### src/rtl/fmul_sched.sv
`default_nettype none
// fmul_sched: round-robin scheduler sharing one single-precision multiplier between
// NREQ requesters; each product returns to a per-requester slot held until consumed.

module fmul (
  input  logic [31:0] a_i,
  input  logic [31:0] b_i,
  output logic [31:0] y_o
);
  logic [47:0] prod;
  logic        norm;
  logic [22:0] mant;
  logic        guard;
  logic        sticky;
  logic        rnd;
  logic [23:0] mant_r;
  logic [7:0]  exp_s;

  always_comb begin
    prod   = {24'd0, 1'b1, a_i[22:0]} * {24'd0, 1'b1, b_i[22:0]};
    norm   = prod[47];
    mant   = norm ? prod[46:24] : prod[45:23];
    guard  = norm ? prod[23] : prod[22];
    sticky = norm ? |prod[22:0] : |prod[21:0];
    // Round to nearest, ties to even; a carry out of the mantissa bumps the exponent.
    rnd    = guard & (sticky | mant[0]);
    mant_r = {1'b0, mant} + {23'd0, rnd};
    exp_s  = a_i[30:23] + b_i[30:23] - 8'd127 + {7'd0, norm} + {7'd0, mant_r[23]};
    if (a_i[30:23] == 8'd0 || b_i[30:23] == 8'd0) y_o = 32'd0;
    else                                          y_o = {a_i[31] ^ b_i[31], exp_s, mant_r[22:0]};
  end
endmodule

module fmul_sched #(
  parameter int NREQ = 4,
  parameter int LAT  = 2
) (
  input  logic                 clk,
  input  logic                 rstn,
  input  logic [NREQ-1:0]      req_valid,
  input  logic [NREQ*32-1:0]   req_x1,
  input  logic [NREQ*32-1:0]   req_x2,
  output logic [NREQ-1:0]      req_ready,
  output logic [NREQ-1:0]      rsp_valid,
  output logic [NREQ*32-1:0]   rsp_y,
  input  logic [NREQ-1:0]      rsp_ready,
  output logic                 idle
);
  localparam int PW = $clog2(NREQ);
  localparam int ND = LAT - 2;

  logic [PW-1:0]   ptr_q, ptr_d;
  logic [NREQ-1:0] busy_q, busy_d;
  logic [NREQ-1:0] elig;
  logic [NREQ-1:0] grant;
  logic [PW-1:0]   gnt_idx;
  logic            gnt_any;
  logic [PW:0]     rr_sum;
  logic [NREQ-1:0] consume;
  logic [NREQ-1:0] slot_set;

  logic [31:0]     op_x1_q, op_x2_q;
  logic [PW-1:0]   op_tag_q;
  logic            op_vld_q;

  logic [31:0]     mul_y;
  logic [31:0]     res_y;
  logic [PW-1:0]   res_tag;
  logic            res_vld;

  logic [31:0]     slot_y_q [NREQ];
  logic [NREQ-1:0] slot_vld_q;

  assign elig    = req_valid & ~busy_q;
  assign consume = slot_vld_q & rsp_ready;

  always_comb begin
    gnt_any = 1'b0;
    gnt_idx = '0;
    rr_sum  = '0;
    for (int k = 0; k < NREQ; k++) begin
      rr_sum = {1'b0, ptr_q} + (PW+1)'(k);
      if (rr_sum >= (PW+1)'(NREQ)) rr_sum = rr_sum - (PW+1)'(NREQ);
      if (!gnt_any && elig[rr_sum[PW-1:0]]) begin
        gnt_any = 1'b1;
        gnt_idx = rr_sum[PW-1:0];
      end
    end
    grant = gnt_any ? (NREQ'(1) << gnt_idx) : '0;

    ptr_d = ptr_q;
    if (gnt_any) ptr_d = (gnt_idx == PW'(NREQ-1)) ? '0 : gnt_idx + PW'(1);

    // Grant and consume never hit the same index: a busy requester is not eligible.
    busy_d = (busy_q | grant) & ~consume;
  end

  always_ff @(posedge clk or negedge rstn) begin
    if (!rstn) begin
      ptr_q    <= '0;
      busy_q   <= '0;
      op_x1_q  <= '0;
      op_x2_q  <= '0;
      op_tag_q <= '0;
      op_vld_q <= 1'b0;
    end else begin
      ptr_q    <= ptr_d;
      busy_q   <= busy_d;
      op_vld_q <= gnt_any;
      if (gnt_any) begin
        op_x1_q  <= req_x1[32*gnt_idx +: 32];
        op_x2_q  <= req_x2[32*gnt_idx +: 32];
        op_tag_q <= gnt_idx;
      end
    end
  end

  fmul u_fmul (
    .a_i (op_x1_q),
    .b_i (op_x2_q),
    .y_o (mul_y)
  );

  generate
    if (ND == 0) begin : g_no_dly
      assign res_y   = mul_y;
      assign res_tag = op_tag_q;
      assign res_vld = op_vld_q;
    end else begin : g_dly
      logic [31:0]   dly_y_q   [ND];
      logic [PW-1:0] dly_tag_q [ND];
      logic [ND-1:0] dly_vld_q;

      always_ff @(posedge clk or negedge rstn) begin
        if (!rstn) begin
          dly_vld_q <= '0;
          for (int s = 0; s < ND; s++) begin
            dly_y_q[s]   <= '0;
            dly_tag_q[s] <= '0;
          end
        end else begin
          dly_vld_q[0] <= op_vld_q;
          if (op_vld_q) begin
            dly_y_q[0]   <= mul_y;
            dly_tag_q[0] <= op_tag_q;
          end
          for (int s = 1; s < ND; s++) begin
            dly_vld_q[s] <= dly_vld_q[s-1];
            if (dly_vld_q[s-1]) begin
              dly_y_q[s]   <= dly_y_q[s-1];
              dly_tag_q[s] <= dly_tag_q[s-1];
            end
          end
        end
      end

      assign res_y   = dly_y_q[ND-1];
      assign res_tag = dly_tag_q[ND-1];
      assign res_vld = dly_vld_q[ND-1];
    end
  endgenerate

  assign slot_set = res_vld ? (NREQ'(1) << res_tag) : '0;

  always_ff @(posedge clk or negedge rstn) begin
    if (!rstn) begin
      slot_vld_q <= '0;
      for (int i = 0; i < NREQ; i++) slot_y_q[i] <= '0;
    end else begin
      slot_vld_q <= (slot_vld_q & ~consume) | slot_set;
      if (res_vld) slot_y_q[res_tag] <= res_y;
    end
  end

  generate
    for (genvar gi = 0; gi < NREQ; gi++) begin : g_pack
      assign rsp_y[32*gi +: 32] = slot_y_q[gi];
    end
  endgenerate

  assign req_ready = grant;
  assign rsp_valid = slot_vld_q;
  assign idle      = ~|busy_q;

endmodule
`default_nettype wire
### config.mk
export PLATFORM = sky130hd
export DESIGN_NAME = fmul_sched
export DESIGN_NICKNAME = d
export VERILOG_FILES = /design/src/rtl/fmul_sched.sv
export SDC_FILE = /design/constraint.sdc
export NUM_CORES = 2
export LEC_CHECK = 0
export BUFFER_PORTS_ARGS = -buffer_cell sky130_fd_sc_hd__buf_2
export CAP_MARGIN = 30
export CORE_MARGIN = 2
export CORE_UTILIZATION = 55
export CTS_BUF_LIST = sky130_fd_sc_hd__clkbuf_8 sky130_fd_sc_hd__clkbuf_16
export CTS_CLUSTER_SIZE = 10
export DETAILED_ROUTE_END_ITERATION = 12
export PLACE_DENSITY = 0.8
export RECOVER_POWER = 25
export SLEW_MARGIN = 0
export SYNTH_ARGS = -nofsm -noshare
export SYNTH_HDL_FRONTEND = slang
export SYNTH_SLANG_ARGS = --single-unit
### constraint.sdc
create_clock -name clk -period 9.51 [get_ports clk]
set_input_delay 0.4755 -clock clk [delete_from_list [all_inputs] [get_ports clk]]
set_output_delay 0.4755 -clock clk [all_outputs]
set_load 0.005 [all_outputs]
==> impl_metrics.csv <==
group,metric,value,unit
final_layout,final_core_utilization,67.31,%
run_status,failed_checks,"capacitance limit, slew limit",
floorplanning,num_rows,85,
worst_setup_path,cp_common_cell,"sky130_fd_sc_hd__fa_1",
timing,slew_headroom,-288.3,%
synthesis,yosys_register_bits,205,
grt,grt_antenna_before_repair,8,
run,cap_viol_max_count,3,
cts,cts_hold_buffers,0,
synthesis,post_synth_fa_ha_maj_area_fraction,39.90,%
grt,overflow,0,
cts,cts-buffers-inserted,25,
synthesis,unique_masters_post_synth,86,
timing,fmaxAchievable,107.4,MHz
timing,finalCritPeriodShare,97.91,%
route,drcViolationCount,0,
cts,worst_skew_pair.late_latency,580,ps
worst_setup_path,critPathMaxStageDelay,620,ps
timing,hold_viol,0,
cts,cts-htree-levels,1,
synthesis,synth_top_area_share,31.96,%
worst_setup_path,timing.critical_path.arrival,9770,ps
route,wl_per_cell,20.71,um
route,drtPass1Iterations,7,
worst_setup_path,critPathRequiredTime,9970,ps
placement,post_dp_cell_area,34030,um^2
hold_path,timing.hold.worst.class,"in -> reg",
floorplanning,initial_utilization,55.88,%
synthesis,post_synth_and_or_nand_nor_area_fraction,21.23,%
placement,placement.setup.worst_slack,-157.0,ps
floorplanning,design.core.area,54130,um^2
final_layout,nNetsFinal,5082,
worst_setup_path,crit_type,"reg -> reg",
floorplanning,die-width,238.5,um
placement,port_buffers,402,
timing,finalWorstPathRequiredPeriod,9312,ps
worst_setup_path,crit_fanout,8,
timing,setup-tns-final,0,ps
synthesis,synth_top_family_by_area,"adder cells",
synthesis,synth_top_cell_by_area,"sky130_fd_sc_hd__fa_1",
route,via_count_of_the_routed_design,27920,
synthesis,synth_sequential_area_ratio,16.96,%
timing,least_setup_slack_across_all_paths_after_layout,198.3,ps
timing,rsz_0062_raised_after_global_routing,"yes",
final_layout,multi_input_comb_area,22910,um^2
final_layout,syn_to_final_growth,20.45,%
final_layout,final.fill_count,4118,
cts,cts.sink_count,205,
floorplanning,die_area,56890,um^2
synthesis,synth_area,30250,um^2
worst_setup_path,slowest_stage,"sky130_fd_sc_hd__fa_1",
run_status,outcome,"finished, violations left",
grt,grt_start_max_net_pins,100,
timing,count_of_endpoints_failing_setup_in_the_final_report,0,
synthesis,syn_nets,4576,
placement,dpl.hpwl,77220,um
final_layout,share_of_cells_above_drive_strength_1,21.66,%
synthesis,async_reset_ff_share,100.0,%
grt,global_route.usage.total,34.00,%
final_layout,final_area,36440,um^2
floorplanning,die-height,238.5,um
worst_setup_path,setup.worst_path.start_class,"flop",
synthesis,yosys-mux-area-fraction,0.5170,%
cts,cts_tree,"done",
synthesis,synth_area_leaders,"sky130_fd_sc_hd__fa_1 (32%), sky130_fd_sc_hd__dfrtp_1 (17%), sky130_fd_sc_hd__nand2_1 (8.2%)",
synthesis,synth_area_in_xor_xnor,1.762,%
grt,grt_pass1_vias,27730,
route,routed_via_density,5.758,
synthesis,synth_flop_cell,"sky130_fd_sc_hd__dfrtp_1",
synthesis,yosys_warnings,0,
placement,placer_s_final_routability_congestion_estimate,0.9909,
synthesis,synth_enable_flop_cells,0,
cts,cts.clk_slew.worst_paths,60,ps
timing,final.setup_skew,41.74,ps
synthesis,synthCells,3635,
final_layout,sequential_cell_area,5170,um^2
synthesis,synth-compound-area-share,9.662,%
grt,grt_pass1_wl,149300,um
timing,fin_max_slew_vios,216,
route,route.antenna.remaining_nets,0,
timing,tightestPinTransition,5824,ps
floorplanning,num_io_pins,403,
cts,clk_root_buffer_cell,"sky130_fd_sc_hd__clkbuf_16",
route,route.final.wire_length,100400,um
synthesis,post_synthesis_mean_instance_area,8.322,um^2
route,initialDrtViolationCount,2390,
cts,maximum_clock_path_buffer_count,3,
worst_setup_path,worst_setup_path_end_kind,"flop",
cell usage after synthesis, types with 9 or more instances:
cell type and count:
sky130_fd_sc_hd__nor3_1 21, sky130_fd_sc_hd__nor2_1 232, sky130_fd_sc_hd__xnor2_1 39, sky130_fd_sc_hd__fa_1 483, sky130_fd_sc_hd__nand3_1 117, sky130_fd_sc_hd__and2_1 254
sky130_fd_sc_hd__dfrtp_1 205, sky130_fd_sc_hd__nand4_1 18, sky130_fd_sc_hd__inv_1 600, sky130_fd_sc_hd__o21a_1 13, sky130_fd_sc_hd__a31oi_1 9, sky130_fd_sc_hd__xor2_1 20
sky130_fd_sc_hd__nor4_1 20, sky130_fd_sc_hd__ha_1 192, sky130_fd_sc_hd__o21ai_0 249, sky130_fd_sc_hd__o31ai_1 16, sky130_fd_sc_hd__o21ai_1 24, sky130_fd_sc_hd__nand2_1 664
sky130_fd_sc_hd__nand2b_1 15, sky130_fd_sc_hd__a21o_1 21, sky130_fd_sc_hd__mux2i_1 10, sky130_fd_sc_hd__a21oi_1 60, sky130_fd_sc_hd__clkbuf_1 178
metrics by stage:
stage | std cells | hold WS (ps)
3_5_place_dp | 4730 | 459.2
6_report | 4848 | 109.4
5_1_grt | 4846 | 115.7
4_1_cts | 4764 | 65.58
3_3_place_gp | 4730 | 455.7
2_1_floorplan | 3635 | 179.9
layout make-up:
class,count,area share [%]
Clock inverter,5,0.1133
Clock buffer,27,1.792
Inverter,605,6.249
Multi-Input combinational cell,2630,62.89
Timing Repair Buffer,674,12.34
Sequential cell,205,14.19
Tap cell,696,2.390
Antenna cell,6,0.04120
placed cells by master, fill, tap and decap left out, drive strengths merged, types with 5 or more instances in the layout:
cell type  instances
nand2            664
buf              656
inv              603
fa               483
o21ai            273
and2             254
nor2             233
dfrtp            205
ha               192
nand3            119
a21oi             60
clkbuf            45
xnor2             40
nor4              22
nor3              22
a21o              21
xor2              20
nand4             18
o31ai             16
nand2b            15
o21a              13
a211oi            11
mux2i             10
a31oi              9
o211ai             8
o21bai             8
or2                8
or4                7
diode              6
nor2b              6
clkinv             6
and3               6
a311oi             6
o211a              5
or3                5
nand3b             5
mux2               5
a21boi             5
what timing repair did:
item	CTS	global route
setup buffers	2	74
pin swaps	0	99
endpoints found under the setup margin	16	28
gates cloned	0	4
resized for setup	27	221
worst max-delay path, delay by kind of cell, from the launching register on:
family / cells / cell delay (ps)
simple gates: 11 / 2160
flops: 1 / 510
buf+inv: 6 / 490
compound gates: 7 / 940
fa+ha+maj: 11 / 4740
xor+xnor: 3 / 370
registers in the layout, indices dropped and copies added, names as in the netlist:
register   count
op_tag_q       2
op_x2_q       32
op_vld_q       1
op_x1_q       32
busy_q         4
ptr_q          2
rsp_y        128
rsp_valid      4
final timing paths:
path	start	to	slack (ps)	cells past startpoint
setup / recovery	op_x1_q[6]	rsp_y[61]	200	38
hold / removal	rsp_ready[2]	busy_q[2]	110	2
setup reg to reg	op_x1_q[6]	rsp_y[61]	200	38
hold reg to reg	rsp_y[43]	rsp_y[43]	470	2
max in group asynchronous	rstn	op_x1_q[4]	2340	3
min in group asynchronous	rstn	rsp_y[84]	2060	1
layer usage:
| layer | track usage, % | share of wire (%) |
|---|---|---|
| met2 | 56.24 | 47 |
| met3 | 6.293 | 9.8 |
| met1 | 42.08 | 36 |
| met4 | 19.39 | 7.8 |
| met5 | 0 | 0.016 |
kinds of logic after synthesis:
kind of cell,after synthesis
simple gates,1397
buf+inv,800
fa+ha+maj,675
compound gates,483
flops,205
xor+xnor,60
mux,15
Power is left out: the tool's default activity adds up to more than one toggle a clock period on the data nets, which glitch-free logic cannot reach.
